### src/rtl/audio_sched_pkg.sv
// Shared constants for the audio sample scheduler: register offsets, bit positions, FSM states.
package audio_sched_pkg;

    localparam logic [2:0] REG_STATUS     = 3'd0;
    localparam logic [2:0] REG_ACK        = 3'd1;
    localparam logic [2:0] REG_SAMPLE_IDX = 3'd2;
    localparam logic [2:0] REG_CTRL       = 3'd3;
    localparam logic [2:0] REG_WPTR       = 3'd4;
    localparam logic [2:0] REG_RPTR       = 3'd5;
    localparam logic [2:0] REG_DELAY      = 3'd6;
    localparam logic [2:0] REG_OVR_CNT    = 3'd7;

    localparam int STATUS_OVERRUN_BIT = 8;
    localparam int STATUS_ENABLE_BIT  = 9;
    localparam int CTRL_ENABLE_BIT    = 0;
    localparam int CTRL_CLEAR_BIT     = 1;

    localparam int DELAY_W   = 12;
    localparam int OVR_CNT_W = 16;

    typedef enum logic [1:0] {
        DISABLED = 2'd0,
        IDLE     = 2'd1,
        PENDING  = 2'd2
    } sched_state_e;

endpackage

### src/rtl/audio_sample_scheduler_if.sv
// Simple interconnect slave port (we/addr/wd/rd) shared with the RAM and PIO regions.
interface audio_sample_scheduler_if;
    logic        we;
    logic [31:0] addr;
    logic [31:0] wd;
    logic [31:0] rd;

    modport master (output we, addr, wd, input rd);
    modport slave  (input we, addr, wd, output rd);
endinterface

### src/rtl/audio_sample_scheduler_sync_edge_detect.sv
// Two-flop synchronizer followed by a rising-edge pulse; also suitable for the KEY inputs.
module sync_edge_detect (
    input  logic clk,
    input  logic reset,
    input  logic async_in,
    output logic rise
);

    logic meta_q;
    logic sync_q;
    logic prev_q;

    always_ff @(posedge clk) begin
        if (!reset) begin
            meta_q <= 1'b0;
            sync_q <= 1'b0;
            prev_q <= 1'b0;
        end else begin
            meta_q <= async_in;
            sync_q <= meta_q;
            prev_q <= sync_q;
        end
    end

    assign rise = sync_q & ~prev_q;

endmodule

### src/rtl/audio_sample_scheduler.sv
// Paces the audio loop: counts synchronized sample requests, tracks sample index and reverb pointers.
// Optional build macro AUDIO_SCHED_OVR_CNT_EN adds a saturating dropped-edge counter at register 7.
module audio_sample_scheduler
    import audio_sched_pkg::*;
#(
    parameter int SAMPLE_COUNT = 48000,
    parameter int BUF_DEPTH    = 4096,
    parameter int PEND_MAX     = 3
) (
    input  logic                      clk,
    input  logic                      reset,
    input  logic                      req_in,
    audio_sample_scheduler_if.slave   bus,
    output logic                      sample_tick,
    output logic                      overrun
);

    localparam int PTR_W  = $clog2(BUF_DEPTH);
    localparam int IDX_W  = (SAMPLE_COUNT > 1) ? $clog2(SAMPLE_COUNT) : 1;
    localparam int PEND_W = $clog2(PEND_MAX + 1);

    sched_state_e         state_q;
    sched_state_e         state_d;
    logic [PEND_W-1:0]    pending;
    logic [IDX_W-1:0]     sample_idx;
    logic [PTR_W-1:0]     wptr;
    logic [PTR_W-1:0]     rptr;
    logic [DELAY_W-1:0]   delay;
    logic [DELAY_W-1:0]   delay_wr;
    logic                 ctrl_en;
    logic                 overrun_q;
    logic                 tick_q;
    logic [31:0]          rd_d;
    logic [31:0]          rd_q;
    logic                 req_rise;

    sync_edge_detect u_req_sync (
        .clk      (clk),
        .reset    (reset),
        .async_in (req_in),
        .rise     (req_rise)
    );

    logic [2:0] reg_sel;
    logic       wr_ack;
    logic       wr_ctrl;
    logic       wr_delay;
    logic       clear_req;
    logic       active;
    logic       edge_ok;
    logic       ack_ok;
    logic       accept;
    logic       drop;
    logic       unused_bus;

    assign reg_sel   = bus.addr[4:2];
    assign wr_ack    = bus.we && (reg_sel == REG_ACK);
    assign wr_ctrl   = bus.we && (reg_sel == REG_CTRL);
    assign wr_delay  = bus.we && (reg_sel == REG_DELAY);
    assign clear_req = wr_ctrl && bus.wd[CTRL_CLEAR_BIT];
    assign active    = (state_q != DISABLED);
    assign edge_ok   = active && req_rise;
    assign ack_ok    = active && wr_ack && (pending != '0);
    // A simultaneous ACK frees a slot, so a full counter can still take the edge.
    assign accept    = edge_ok && ((pending < PEND_W'(PEND_MAX)) || ack_ok);
    assign drop      = edge_ok && !accept;
    assign unused_bus = ^{bus.addr[31:5], bus.addr[1:0], bus.wd[31:DELAY_W]};

    assign delay_wr = (32'(bus.wd[DELAY_W-1:0]) > 32'(BUF_DEPTH - 1)) ?
                      DELAY_W'(BUF_DEPTH - 1) : bus.wd[DELAY_W-1:0];
    assign rptr     = wptr - delay[PTR_W-1:0];

    always_ff @(posedge clk) begin
        if (!reset) begin
            ctrl_en    <= 1'b0;
            delay      <= '0;
            pending    <= '0;
            sample_idx <= '0;
            wptr       <= '0;
            overrun_q  <= 1'b0;
            tick_q     <= 1'b0;
        end else begin
            tick_q <= accept && !clear_req;
            if (wr_ctrl) begin
                ctrl_en <= bus.wd[CTRL_ENABLE_BIT];
            end
            if (wr_delay) begin
                delay <= delay_wr;
            end
            if (clear_req) begin
                pending    <= '0;
                sample_idx <= '0;
                wptr       <= '0;
                overrun_q  <= 1'b0;
            end else begin
                if (accept && !ack_ok) begin
                    pending <= pending + PEND_W'(1);
                end else if (ack_ok && !accept) begin
                    pending <= pending - PEND_W'(1);
                end
                if (ack_ok) begin
                    sample_idx <= (sample_idx == IDX_W'(SAMPLE_COUNT - 1)) ?
                                  '0 : sample_idx + IDX_W'(1);
                    wptr       <= wptr + PTR_W'(1);
                end
                if (drop) begin
                    overrun_q <= 1'b1;
                end
            end
        end
    end

`ifdef AUDIO_SCHED_OVR_CNT_EN
    logic [OVR_CNT_W-1:0] ovr_cnt;

    always_ff @(posedge clk) begin
        if (!reset) begin
            ovr_cnt <= '0;
        end else if (clear_req) begin
            ovr_cnt <= '0;
        end else if (drop && (ovr_cnt != '1)) begin
            ovr_cnt <= ovr_cnt + OVR_CNT_W'(1);
        end
    end
`endif

    always_ff @(posedge clk) begin
        if (!reset) begin
            state_q <= DISABLED;
        end else begin
            state_q <= state_d;
        end
    end

    always_comb begin
        state_d = state_q;
        if (!ctrl_en) begin
            state_d = DISABLED;
        end else begin
            unique case (state_q)
                DISABLED: state_d = (pending != '0) ? PENDING : IDLE;
                IDLE: begin
                    if (accept && !clear_req) begin
                        state_d = PENDING;
                    end
                end
                PENDING: begin
                    if (clear_req ||
                        (ack_ok && !accept && (pending == PEND_W'(1)))) begin
                        state_d = IDLE;
                    end
                end
                default: state_d = DISABLED;
            endcase
        end
    end

    always_comb begin
        rd_d = '0;
        case (reg_sel)
            REG_STATUS: begin
                rd_d[PEND_W-1:0]         = pending;
                rd_d[STATUS_OVERRUN_BIT] = overrun_q;
                rd_d[STATUS_ENABLE_BIT]  = ctrl_en;
            end
            REG_SAMPLE_IDX: rd_d = 32'(sample_idx);
            REG_CTRL:       rd_d[CTRL_ENABLE_BIT] = ctrl_en;
            REG_WPTR:       rd_d = 32'(wptr);
            REG_RPTR:       rd_d = 32'(rptr);
            REG_DELAY:      rd_d = 32'(delay);
`ifdef AUDIO_SCHED_OVR_CNT_EN
            REG_OVR_CNT:    rd_d = 32'(ovr_cnt);
`endif
            default:        rd_d = '0;
        endcase
    end

    always_ff @(posedge clk) begin
        if (!reset) begin
            rd_q <= '0;
        end else begin
            rd_q <= rd_d;
        end
    end

    assign bus.rd      = rd_q;
    assign sample_tick = tick_q;
    assign overrun     = overrun_q;

endmodule

### src/flat_wrapper.sv
// flat-port wrapper written by rule: the top's interface ports become plain ports
module audio_sample_scheduler_flat import audio_sched_pkg::*;
#(
    parameter int SAMPLE_COUNT = 48000,
    parameter int BUF_DEPTH    = 4096,
    parameter int PEND_MAX     = 3
)
  (clk, reset, req_in, sample_tick, overrun, bus_we, bus_addr, bus_wd, bus_rd);
  audio_sample_scheduler_if bus_i ();
  input  logic clk;
  input  logic reset;
  input  logic req_in;
  output logic sample_tick;
  output logic overrun;
  input wire logic [$bits(bus_i.we)-1:0] bus_we;
  input wire logic [$bits(bus_i.addr)-1:0] bus_addr;
  input wire logic [$bits(bus_i.wd)-1:0] bus_wd;
  output wire logic [$bits(bus_i.rd)-1:0] bus_rd;
  assign bus_i.we = bus_we;
  assign bus_i.addr = bus_addr;
  assign bus_i.wd = bus_wd;
  assign bus_rd = bus_i.rd;
  audio_sample_scheduler #(.SAMPLE_COUNT(SAMPLE_COUNT), .BUF_DEPTH(BUF_DEPTH), .PEND_MAX(PEND_MAX)) u_core (.clk(clk), .reset(reset), .req_in(req_in), .bus(bus_i), .sample_tick(sample_tick), .overrun(overrun));
endmodule
### config.mk
export PLATFORM = sky130hd
export DESIGN_NAME = audio_sample_scheduler_flat
export DESIGN_NICKNAME = d
export VERILOG_FILES = /design/src/rtl/audio_sched_pkg.sv /design/src/rtl/audio_sample_scheduler_if.sv /design/src/rtl/audio_sample_scheduler_sync_edge_detect.sv /design/src/rtl/audio_sample_scheduler.sv /design/src/flat_wrapper.sv
export SDC_FILE = /design/constraint.sdc
export NUM_CORES = 1
export LEC_CHECK = 0
export CAP_MARGIN = 20
export CORE_MARGIN = 10
export CORE_UTILIZATION = 50
export CTS_CLUSTER_DIAMETER = 80
export CTS_CLUSTER_SIZE = 12
export DETAILED_ROUTE_END_ITERATION = 10
export PLACE_DENSITY = 0.79
export SETUP_SLACK_MARGIN = 0.2
export SYNTH_ARGS = -nofsm -noshare
export SYNTH_HDL_FRONTEND = slang
export SYNTH_HIERARCHICAL = 1
export SYNTH_SLANG_ARGS = --single-unit
### constraint.sdc
create_clock -name clk -period 5.6 [get_ports clk]
set_clock_uncertainty 0.1 [all_clocks]
set_input_delay 0.56 -clock clk [delete_from_list [all_inputs] [get_ports clk]]
set_output_delay 0.56 -clock clk [all_outputs]
set_load 0.005 [all_outputs]
==> run metrics <==
max_cap viols 0; later-pin clock latency in the skew report 0.34 ns; sequential-to-total area share from yosys stat 35.0%; CTS tree yes; worst hold slack between 0.3 and 0.4 ns; Initial Util roughly 52%; total gr overflow 0; Worst setup EP type flop; GRT Resource Usage Total 16.2%; worst path cell trace clkdlybuf4s50_1, nor2b_1, a31oi_1, nand3b_1, ha_1, a2111oi_0, o32a_1, nor2_1; Finished Layout Cells 572; Buf/Inv on CP 1; post-DP HPWL 6890 um; mean post-synth cell area 8.59 um2; hold violation count in the final report 0; Placer Congestion between 0.8 and 0.9; sum of negative setup slack 0 ns; number of synthesized flops with an enable pin 0; layout net count about 560; most frequent cells in the layout dfxtp_1 (66), nand2_1 (51), clkdlybuf4s50_1 (36), nor2_1 (36), inv_1 (23); Post-Place Cell Area 0.00412 mm2; Max stage delay on crit path approximately 0.8 ns; leading area contributor after synthesis dfxtp_1; fmax 0.283 GHz; IO Count ~100; Req. time, crit path between 5 and 6 ns; pre-CTS WS 1.80 ns; synth top area cells dfxtp_1 (35%), ha_1 (6.0%), nand2_1 (5.1%), nor2_1 (3.6%), xor2_1 (3.5%); Reg clk slew, reported paths 0.07 ns; commonest non-fill, non-tap cell in the layout dfxtp_1; via count 3231; min-delay worst type flop to flop; first-pass GRT wire length 15300 um; outcome complete, no violations; Synth top area share 35.0%; initial antenna violation count 0; Post-CTS Setup Bufs 0; Crit Path Class input pin to flop; Max Root-Sink Buffers 2; Mapped Area 0.00377 mm2; Slew @ Worst Pin 0.981 ns; Post-Layout Inst Area about 0.0043 mm2; top_reg_cell synth dfxtp_1; Port Buf Inserts 36; fin. max-slew vios 0; CTS Hold Buffers Added 0; std cell rows 31; DR vias/cell around 5.6; share of layout cells above drive strength 1 7.40%; drt drc 0; Synth Register Bits 66; Die Wd 107 um; clock sink total 66; htree depth 3; count of cell types in the netlist between 60 and 70; CTS Buf Count 9; antenna fix cells 0; critical path's slowest cell clkdlybuf4s50_1; Antenna Nets Post-Route 0; Post-CTS Resized 0; Pre-antenna DRT Iters 4; crit-path leading delay family compound AO/OA/AOI/OAI gates; period utilisation layout between 60% and 70%; WL per Instance between 15 and 20 um; fraction of registers with async set or reset after synthesis 0%; peak supply drop 0.000124 V; Synth warnings 6; endpoints failing setup 0; initial DRC count 230; RSZ-0062 raised after global routing false; Clock Root Buffer clkbuf_8; cells after synthesis approximately 440; CP arrival 3.68 ns; R2R setup slack between 2 and 3 ns; Placed Cells about 560; final setup margin 2.06 ns; Die Height 107 um; final WL between 9000 and 10000 um; Leak 1.66 nW; Max transition margin 34.6%; CP startpoint kind input pin; Fillers 652; fin crit period 3.54 ns; Die ar. 0.0114 mm2; vias in the first global route 3123; core footprint 0.00729 mm2; largest net degree at the start of global routing 28; crit path max fanout 17; P&R area growth vs syn 13.9%; Power Density about 210 mW/mm2
cells by family after synthesis:
family / share of synthesized area, %
AOI/OAI and AO/OA: 15.7
muxes: 4.94
xor gates and xnor gates: 5.80
buffers and inverters: 7.89
other: 0.0994
and+or+nand+nor: 24.1
adders and majority gates: 6.50
DFF: 35.0
layout make-up:
class / count / area [um2] / area share [%]
Tap cell: 99 / 124 / 2.88
Clock buffer: 12 / 165 / 3.84
Clock inverter: 2 / 12.5 / 0.291
Multi-Input combinational cell: 331 / 2210 / 51.4
Timing Repair Buffer: 38 / 375 / 8.73
Sequential cell: 66 / 1320 / 30.7
Inverter: 24 / 90.1 / 2.10
metal layers:
layer,vias up,routed length [um],track usage [%]
met5,-,0,0
met4,0,213,6.38
met3,15,583,3.59
met2,91,4440,27.6
met1,1565,3980,19.5
li1,1560,-,-
metrics by stage:
step / power, mW / utilization (%)
final: 0.920 / 58.9
after CTS: 0.926 / 58.9
after global routing: 0.955 / 58.9
after floorplan: 0.542 / -
after global placement: 0.561 / 56.5
after detailed placement: 0.562 / 56.5
path summary, 6_finish.rpt:
kind,end,start,depth (start not counted)
max,u_core/state_q[0],bus_addr[3],8
max reg2reg,u_core/state_q[0],u_core/pending[0],9
min,u_core/u_req_sync/sync_q,u_core/u_req_sync/meta_q,1
min reg2reg,u_core/u_req_sync/sync_q,u_core/u_req_sync/meta_q,1
cell usage after synthesis (all sizes together) (6+ instances only):
| master | number |
|---|---|
| and4 | 6 |
| ha | 18 |
| clkbuf | 10 |
| a21oi | 14 |
| nor3 | 8 |
| mux2 | 7 |
| xor2 | 15 |
| o21ai | 10 |
| xnor2 | 10 |
| nor2 | 36 |
| o21a | 8 |
| dfxtp | 66 |
| a21boi | 14 |
| and2 | 12 |
| nor2b | 13 |
| buf | 23 |
| nand2 | 51 |
| nand3 | 15 |
| inv | 24 |
| nand4 | 10 |
report_power, final:
part	internal, mW	switching [mW]
clock	0.191	0.175
sequential	0.474	0.00293
combinational	0.0343	0.0425
flip-flops by register name, indices dropped and copies added (netlist names):
name                      count
u_core/bus.rd                16
u_core/sample_idx            16
u_core/delay                 12
u_core/wptr                  12
u_core/pending                2
u_core/state_q                2
u_core/ctrl_en                1
u_core/overrun                1
u_core/sample_tick            1
u_core/u_req_sync/meta_q      1
u_core/u_req_sync/prev_q      1
u_core/u_req_sync/sync_q      1
Power figures use the tool's default switching activity.
==> patch 1, RTL diff (same flow settings) <==
One comparison of `sample_idx` changes from == to >=.
--- a/src/rtl/audio_sample_scheduler.sv
+++ b/src/rtl/audio_sample_scheduler.sv
@@ -101,3 +101,3 @@
                 if (ack_ok) begin
-                    sample_idx <= (sample_idx == IDX_W'(SAMPLE_COUNT - 1)) ?
+                    sample_idx <= (sample_idx >= IDX_W'(SAMPLE_COUNT - 1)) ?
                                   '0 : sample_idx + IDX_W'(1);
Check against the original RTL: same outputs for any inputs over 4 cycles, from zero or initial values and one cycle with reset low; that may be too few to reach the edited logic, so the function may still have changed.
==> patch 1 against the original RTL <==
- non-clock buffer count is 1 lower
- routed wire length is 2.5% lower
- synthesized area unchanged
- power up 6.1%
- setup slack better by 180 ps
- combinational power up 4.2%
- cell area increased by 0.49%
- via count up 0.40%
- maximum frequency is 5.3% higher
- synthesized cell count increased by 2.3%
- sequential power about the same
- sequential cell count unchanged
- largest cell class unchanged
- hold slack improved by 9.4 ps
- largest power group unchanged
==> patch 1: results (changes against the original RTL) <==
outcome=finished clean (unchanged); dpl cell area=0.004108 sq mm (was 0.004120 sq mm); Inverters=21 (was 24); vias in the first global route=3133 (was 3123); comb_multi_in=344 (was 331); met3 GRT Util=0.04551 (was 0.03593); Crit Path Max Fanout=23 (was 17); Final Wtd Congestion=0.9391 (was 0.8858); Non-clock buffers=37 (was 38); clock buffer count=10 (was 12); Syn Inst Count=449 (was 439); drt total wl=8990 microns (was 9217 microns); share of cells above drive strength 1=0.07438 (was 0.07400); Critical R2R Capture=u_core/state_q[1]$_SDFFE_PN0P_ (was u_core/state_q[0]$_SDFFE_PN0P_); Via density=5.564 (was 5.649); Via Count=3244 (was 3231); seq pwr=0.000476 W (was 0.000477 W); slowest cell delay on critical path=880 ps (was 780 ps); synth top area cells=dfxtp_1 35%, ha_1 6.0%, nor2_1 5.2% (was dfxtp_1 35%, ha_1 6.0%, nand2_1 5.1%); Pre-antenna DRT Iters=5 (was 4); XOR/XNOR Fraction of Synth Area=0.05804 (about the same); GR Layer Usage met2=0.2590 (was 0.2757); Top delay family on crit path=simple AND/OR/NAND/NOR gates (was compound AO/OA/AOI/OAI gates); Int Pwr=0.0007317 W (was 0.0006995 W); met3 WL post-DR=616 microns (was 583 microns)
-- patch 1: cell count changes after synthesis, moves of 4 or more --
cell     change
nor2_1      +16
a22oi_1      +5
and3_1       +5
and4_1       -5
and2_1       -4
a21oi_1      +5
nand2_1      -4
-- patch 1: worst max-delay path by stage --
stage          cells past startpoint                             end  slack (ps)                            from
2_1_floorplan                     12  u_core/state_q[1]$_SDFFE_PN0P_        3150  u_core/pending[0]$_SDFFE_PP0P_
3_3_place_gp                       9  u_core/state_q[1]$_SDFFE_PN0P_        1970                     bus_addr[4]
3_5_place_dp                       9  u_core/state_q[1]$_SDFFE_PN0P_        1920                     bus_addr[4]
4_1_cts                            9  u_core/state_q[1]$_SDFFE_PN0P_        2290                     bus_addr[4]
5_1_grt                            9  u_core/state_q[1]$_SDFFE_PN0P_        2080                     bus_addr[4]
6_report                           9  u_core/state_q[1]$_SDFFE_PN0P_        2240                     bus_addr[4]
==> patch 2, RTL diff (same flow settings) <==
Made on the original files. Add a define of `AUDIO_SCHED_OVR_CNT_EN`.
--- a/src/rtl/audio_sample_scheduler.sv
+++ b/src/rtl/audio_sample_scheduler.sv
@@ -2,2 +2,4 @@
 // Optional build macro AUDIO_SCHED_OVR_CNT_EN adds a saturating dropped-edge counter at register 7.
+`define AUDIO_SCHED_OVR_CNT_EN
+
 module audio_sample_scheduler
Check against the original RTL: no difference found for any inputs over 4 cycles, from zero or initial values and one cycle with reset low; that may be too few to reach the edited logic, so the function may still have changed.
==> patch 2 against the original RTL <==
- routed wire length is 32% higher
- sequential cell count rose by 16
- setup slack worse by 170 ps
- power is 20% higher
- non-clock buffer count increased by 1
- maximum frequency decreased by 4.5%
- sequential share of layout area grew 0.94 points
- synthesized area grew 22%
- cell area up 21%
- final cell count is 24% higher
- first-iteration DRC count is 63% higher
- die area rose by 18%
==> patch 2: results (changes against the original RTL) <==
Post-layout nets=685 (was 557); r2r setup slk=2560 ps (was 2700 ps); Initial DRC Count=376 (was 230); register area share after synthesis=0.3562 (was 0.3502); mux cell area share after synthesis=0.04426 (was 0.04942); Sw Share=0.2499 (was 0.2398); Commonest cells post-synth=82 x dfxtp_1, 73 x nand2_1, 68 x nor2_1 (was 66 x dfxtp_1, 51 x nand2_1, 36 x nor2_1); clock slew at reported path FFs=90 ps (was 70 ps); dpl cell area=0.004986 sq mm (was 0.004120 sq mm); Leak Pwr=1.884 nW (was 1.664 nW); dpl hpwl=9141 microns (was 6886 microns); worst min path class=reg2reg (unchanged); cells on worst reg2reg path=6 (was 9); outcome=finished clean (unchanged); CP Data Arrival Time=3840 ps (was 3680 ps); vias in the first global route=3967 (was 3123); XOR/XNOR Fraction of Synth Area=0.06462 (was 0.05804); first-pass GRT wire length=19480 microns (was 15300 microns); synth top area cells=dfxtp_1 36%, nand2_1 5.9%, nor2_1 5.5% (was dfxtp_1 35%, ha_1 6.0%, nand2_1 5.1%); Final Wtd Congestion=0.9644 (was 0.8858); Pre-antenna DRT Iters=5 (was 4); share of cells above drive strength 1=0.05316 (was 0.07400); Synth Area in Compound Gates=0.1648 (was 0.1566); Overall Global Routing Usage=0.1795 (was 0.1624); Critical R2R Capture=u_core/sample_idx[5]$_SDFFE_PP0P_ (was u_core/state_q[0]$_SDFFE_PN0P_); Crit Path Max Fanout=20 (was 17); Wirelength per Cell=17.13 microns (was 16.11 microns); Via Count=4208 (was 3231); peak supply drop=115.4 uV (was 124.4 uV)
-- patch 2: stage by stage --
step / std cells / util / power, W / setup WS [ps]
finish: 710 / 0.5855 / 0.001105 / 1898
global route: 710 / 0.5855 / 0.001143 / 1801
CTS: 710 / 0.5855 / 0.001108 / 1998
detailed placement: 694 / 0.5635 / 0.0006901 / 1647
global placement: 694 / 0.5635 / 0.0006876 / 1767
floorplan: 582 / - / 0.0006649 / 3111
-- patch 2: critical path, stage by stage --
cell,delay [ps]
clkdlybuf4s50_1,960
nand4bb_4,280
or3_1,430
inv_1,400
ha_1,330
a2111oi_0,590
or3_1,200
a21oi_1,70
-- patch 2: how the worst min path moves through the flow --
| stage | slack, ps | startpoint | depth (start not counted) | endpoint |
|---|---|---|---|---|
| floorplan | 310 | u_core/u_req_sync/meta_q$_SDFF_PN0_ | 1 | u_core/u_req_sync/sync_q$_SDFF_PN0_ |
| detailed placement | 330 | u_core/u_req_sync/meta_q$_SDFF_PN0_ | 1 | u_core/u_req_sync/sync_q$_SDFF_PN0_ |
| global placement | 320 | u_core/u_req_sync/meta_q$_SDFF_PN0_ | 1 | u_core/u_req_sync/sync_q$_SDFF_PN0_ |
| finish | 340 | u_core/u_req_sync/meta_q$_SDFF_PN0_ | 1 | u_core/u_req_sync/sync_q$_SDFF_PN0_ |
| global route | 370 | u_core/u_req_sync/meta_q$_SDFF_PN0_ | 1 | u_core/u_req_sync/sync_q$_SDFF_PN0_ |
| CTS | 350 | u_core/u_req_sync/meta_q$_SDFF_PN0_ | 1 | u_core/u_req_sync/sync_q$_SDFF_PN0_ |
-- patch 2: kinds of logic (layout without fill, tap and decap cells) --
logic type | count (synthesis) | in the layout
fa+ha+maj | 20 | 20
simple gates | 232 | 232
xor+xnor | 34 | 34
other cells | 1 | 16
mux | 17 | 17
flops | 82 | 82
compound gates | 118 | 118
buf+inv | 63 | 83
-- patch 2: final cells by class --
class | instances | area share
inverter | 28 | 0.02028
clock inverter | 6 | 0.01304
multi-input combinational | 437 | 0.5252
clock buffer | 10 | 0.02463
tap | 108 | 0.02608
timing repair buffer | 39 | 0.07390
sequential | 82 | 0.3168
-- patch 2: power by group through the flow --
stage	Sequential [W]	Combinational [W]	Clock (W)
after CTS	0.000590	0.0000869	0.000431
final	0.000590	0.0000890	0.000426
after global placement	0.000603	0.0000843	0
after detailed placement	0.000604	0.0000864	0
after global routing	0.000590	0.0000968	0.000456
after floorplan	0.000602	0.0000624	0
-- patch 2: routing by layer --
layer	wire length, microns	track usage	share of wire	up-vias
li1	-	-	-	2023
met2	5513	0.2863	0.45	188
met1	5393	0.2439	0.44	1978
met4	213	0.06589	0.018	0
met5	0	0	0	-
met3	1045	0.02119	0.086	19
